File: src/rtl/divu_seq.sv
// Sequential unsigned divider: radix-2 restoring division, one quotient bit per clock.
// Produces quotient (LO) and remainder (HI) with a start/busy/done handshake.
module divu_seq #(
  parameter int WIDTH = 32
) (
  input  logic             clk,
  input  logic             reset,
  input  logic             start,
  input  logic [WIDTH-1:0] dividend,
  input  logic [WIDTH-1:0] divisor,
  output logic [WIDTH-1:0] q,
  output logic [WIDTH-1:0] r,
  output logic             busy,
  output logic             done,
  output logic             div_zero
);
  localparam int CW = $clog2(WIDTH);

  localparam logic [1:0] IDLE = 2'd0;
  localparam logic [1:0] RUN  = 2'd1;
  localparam logic [1:0] DONE = 2'd2;

  logic [1:0]       state;
  logic [CW-1:0]    cnt;
  logic [WIDTH:0]   rem;
  logic [WIDTH-1:0] quo;
  logic [WIDTH-1:0] dvs;

  logic [WIDTH:0]   rem_sh;
  logic [WIDTH:0]   trial;
  logic [WIDTH:0]   rem_nxt;
  logic [WIDTH-1:0] quo_nxt;
  logic             accept;
  logic             last;

  // One restoring step: the borrow out of the WIDTH+1 bit subtract is trial's MSB.
  always_comb begin
    rem_sh  = {rem[WIDTH-1:0], quo[WIDTH-1]};
    trial   = rem_sh - {1'b0, dvs};
    rem_nxt = rem_sh;
    quo_nxt = {quo[WIDTH-2:0], 1'b0};
    if (!trial[WIDTH]) begin
      rem_nxt    = trial;
      quo_nxt[0] = 1'b1;
    end
  end

  assign accept = start && (state != RUN);
  assign last   = (cnt == CW'(WIDTH-1));

  always_ff @(posedge clk or posedge reset) begin
    if (reset) begin
      state    <= IDLE;
      cnt      <= '0;
      rem      <= '0;
      quo      <= '0;
      dvs      <= '0;
      q        <= '0;
      r        <= '0;
      busy     <= 1'b0;
      done     <= 1'b0;
      div_zero <= 1'b0;
    end else if (accept) begin
      state <= RUN;
      cnt   <= '0;
      rem   <= '0;
      quo   <= dividend;
      dvs   <= divisor;
      busy  <= 1'b1;
      done  <= 1'b0;
    end else begin
      case (state)
        RUN: begin
          rem <= rem_nxt;
          quo <= quo_nxt;
          cnt <= cnt + 1'b1;
          if (last) begin
            // q/r and div_zero only move here, so they hold the previous result during RUN.
            q        <= quo_nxt;
            r        <= rem_nxt[WIDTH-1:0];
            div_zero <= (dvs == '0);
            busy     <= 1'b0;
            done     <= 1'b1;
            state    <= DONE;
          end
        end
        DONE: begin
          done  <= 1'b0;
          state <= IDLE;
        end
        default: state <= IDLE;
      endcase
    end
  end
endmodule
File: config.mk
export PLATFORM = sky130hd
export DESIGN_NAME = divu_seq
export DESIGN_NICKNAME = d
export VERILOG_FILES = /design/src/rtl/divu_seq.sv
export SDC_FILE = /design/constraint.sdc
export NUM_CORES = 1
export LEC_CHECK = 0
export ABC_AREA = 1
export CAP_MARGIN = 10
export CORE_MARGIN = 2
export CORE_UTILIZATION = 56
export CTS_BUF_LIST = sky130_fd_sc_hd__clkbuf_4 sky130_fd_sc_hd__clkbuf_8 sky130_fd_sc_hd__clkbuf_16
export CTS_CLUSTER_SIZE = 24
export DETAILED_ROUTE_END_ITERATION = 10
export PLACE_DENSITY = 0.88
export SLEW_MARGIN = 0
export SYNTH_ARGS = -nofsm -noshare
export SYNTH_HDL_FRONTEND = slang
export SYNTH_SLANG_ARGS = --single-unit
File: constraint.sdc
create_clock -name clk -period 6.8 [get_ports clk]
set_input_delay 0.68 -clock clk [delete_from_list [all_inputs] [get_ports clk]]
set_output_delay 0.68 -clock clk [all_outputs]
set_load 0.005 [all_outputs]
==> metrics.md <==
| Metric | Value |
|---|---|
| Reg2Reg Depth | 8 |
| Vias/cell | 5.402 |
| WL final | 26100 um |
| Slowest cell on crit path | clkinv_1 |
| Synth cell types | 40 |
| Antenna violations before repair | 0 |
| # setup viols final | 0 |
| Actual slew at the worst max-slew pin | 1.215 ns |
| Cells taking the most area after synthesis | dfrtp_1, nand2_1, inv_1 |
| Setup_tns | 0 ns |
| Wire per inst | 15.43 um |
| GRT Util Overall | 0.2934 |
| Maximum clock frequency | 268.2 MHz |
| Synth Area per Inst | 7.288 um2 |
| Status | complete, no violations |
| Top-area cell type share of the netlist area | 0.4349 |
| Die H | 136.2 um |
| Initial DRC Count | 687 |
| DRC viols | 0 |
| Ys flop type | dfrtp_1 |
| Pins over their slew limit | 0 |
| Total grt overflow | 0 |
| CP startpoint kind | register |
| Hold crit path type | reg -> reg |
| Vias | 9141 |
| Vias in the first global route | 8973 |
| Switching Fraction | 0.4897 |
| Critical path capture point type | register |
| CTS tree | yes |
| Max incr delay on CP | 1.25 ns |
| Ant diodes | 0 |
| Hold depth | 2 |
| Routed Antenna Nets | 0 |
| Die Wd | 136.2 um |
| H-tree depth | 4 |
| FP Rows | 48 |
| Time the worst path needs with I/O delays and setup | 3.728 ns |
| Final count of hold timing violations | 0 |
| Post-synth EDFFs | 0 |
| VDD IR max | 0.3035 mV |
| Syn nets | 1444 |
| # port buffers | 133 |
| Sink of the worst hold path | r[0] |
| Setup CP Type | reg -> reg |
| First-pass GRT wire length | 43000 um |
| Share of layout cells above drive strength 1 | 0.04363 |
| Worst Path Arrival | 4.04 ns |
| Cts hold-fix bufs | 0 |
| Worst EP required | 7.12 ns |
| Final Cycle Share | 0.5483 |
| HP Start | r[0] |
| RSZ-0062 raised after global routing | no |
| Buf/Inv on CP | 2 |
| Clock power frac | 0.138 |
| Largest net degree at the start of global routing | 100 |
| Gate power share | 0.611 |
| Worst-path fanout max | 99 |
| PwrDens | 612.1 nW/um2 |
| Clk root buf | clkbuf_16 |
| Reg power frac | 0.250 |
| First-pass DRT Iterations | 6 |
| Top Ports | 134 |
| Gpl congestion | 0.9629 |
| Area grow syn2layout | 20.95% |
| Reg-to-reg startpoint | cnt[0] |
| Crit path top cell by count | ha_1 |
| Leakage | 6.182 nW |
| Tot Pwr | 0.007241 W |
| #FFs+latches synth | 170 |
| Rel. slew slack | 0.1850 |
| Psw | 0.003546 W |
| PostCTS Resize Cnt | 0 |
| Post-synth top area cell | dfrtp_1 |
| Pint | 0.003695 W |
| Number of buffers created by CTS | 17 |
| Clock tree buffer depth | 2 |
| Yosys warning count | 0 |
| R2R setup slack | 3.07 ns |
| Post-synth ARST share | 1.000 |
| Post-CTS Repair Setup Buffers | 0 |
| Starting density of the core | 0.5694 |
| Clock sinks | 170 |
| Worst-path clk slew | 0.07 ns |
| Sequential-to-total area share from yosys stat | 0.4349 |
| Max Cap Viol | 0 |
| Core area | 17180 um2 |
| Clk_lat worst skew | 0.45 ns |
| Die Area | 18540 um2 |
| Synth Instances | 1342 |
| Crit-path leading delay family | buffers and inverters |
| Syn Std Cell Area | 9781 um2 |
| CP Cell Sequence | ha_1 -> and3_1 -> ha_1 -> nand2_2 -> buf_4 -> clkinv_1 -> nand3_1 -> nand2_1 |
| Clock skew | 0.01305 ns |
| Nets | 1556 |
| R2R Path End | r[4] |
| Dpl hpwl | 18350 um |
-- cell usage in the layout, fill, tap and decap left out, types with 2 or more instances in the layout --
cell type and n:
a21oi_1 19, nand3_1 86, clkinv_4 2, nor4_1 8
o21ai_0 66, o221ai_1 31, inv_1 208, nand2_2 12
nand3b_1 24, buf_4 5, inv_8 6, clkbuf_16 17
o21bai_1 2, clkdlybuf4s50_1 133, inv_6 3, nand2_4 3
nor2_1 41, dfrtp_1 170, nor2_4 2, inv_12 2
nand4_1 12, clkinv_8 3, ha_1 34, nand2_1 535
a22o_1 2, nor2_2 3, nor3_1 4, and3_1 3
and2_1 5, xnor2_1 14
-- synthesized netlist by cell type, types with 2 or more instances --
master / n
dfrtp_1: 170
a21oi_1: 19
buf_4: 4
nor2_1: 44
nand2_4: 3
and2_1: 5
nand2_2: 11
o21bai_1: 2
and3_1: 3
buf_2: 4
buf_1: 2
nand3_1: 86
a22o_1: 2
xnor2_1: 14
nand2_1: 536
ha_1: 34
clkbuf_1: 30
buf_6: 4
o221ai_1: 31
nor3_1: 4
nand4_1: 12
o21ai_0: 66
inv_1: 209
nand3b_1: 24
nor4_1: 8
-- metal layers --
layer | vias to the layer above | routed length [um] | global-route usage
li1 | 4426 | - | -
met5 | - | 0 | 0
met2 | 373 | 12670 | 0.4997
met4 | 0 | 525 | 0.09491
met1 | 4291 | 10930 | 0.3757
met3 | 51 | 1981 | 0.05891
-- how the worst max path moves through the flow --
| stage | cells after the start | slack [ns] | from | end |
|---|---|---|---|---|
| 2_1_floorplan | 1 | 1.52 | reset | busy |
| 3_3_place_gp | 8 | 3.33 | cnt[0] | r[20] |
| 4_1_cts | 8 | 3.14 | cnt[0] | r[4] |
| 5_1_grt | 8 | 2.86 | cnt[0] | r[6] |
| 3_5_place_dp | 8 | 3.18 | cnt[0] | r[14] |
| 6_report | 8 | 3.07 | cnt[0] | r[4] |
-- per-stage QoR --
stage	worst slack (ns)	area, um2	utilization	std cells	hold WS [ns]
2_1_floorplan	1.517	9781	-	1342	0.4505
3_3_place_gp	3.330	11220	0.6533	1660	0.4641
3_5_place_dp	3.176	11220	0.6533	1660	0.4661
4_1_cts	3.138	11830	0.6887	1692	0.4845
5_1_grt	2.862	11830	0.6887	1692	0.5046
6_report	3.072	11830	0.6887	1692	0.4833
-- power groups by stage --
stage	sequential (W)	combinational (W)	clock, W
global placement	0.00180	0.00421	0
finish	0.00181	0.00443	0.00100
global route	0.00186	0.00499	0.00105
floorplan	0.00176	0.00317	0
detailed placement	0.00181	0.00435	0
CTS	0.00181	0.00439	0.00100
-- worst reg2reg max path, delay by kind of cell, from the launching register on --
family,cells,cell delay [ns]
buffers and inverters,2,2.01
adder cells (fa/ha/maj),2,0.42
AND/OR/NAND/NOR,4,0.77
flip-flops,1,0.41
-- flip-flops by register name (all words and copies together), names as in the netlist --
signal / count
done: 1
busy: 1
q: 32
dvs: 32
state: 2
cnt: 5
rem: 32
r: 32
div_zero: 1
quo: 32
-- cell families (layout without fill, tap and decap cells) --
family | Yosys count | count (layout) | synth area share
AOI/OAI and AO/OA | 125 | 125 | 0.07944
xor gates and xnor gates | 15 | 15 | 0.01343
adders and majority gates | 35 | 35 | 0.04554
buffers and inverters | 256 | 381 | 0.1045
DFF | 170 | 170 | 0.4349
and+or+nand+nor | 741 | 741 | 0.3221
-- cell type report --
cell class / count / area (um2)
timing repair buffer: 138 / 1369
clock inverter: 15 / 183.9
multi-input combinational: 916 / 4519
sequential: 170 / 4254
clock buffer: 17 / 425.4
inverter: 211 / 797.0
fill: 1444 / 5346
tap: 225 / 281.5
Power figures use the tool's default switching activity.
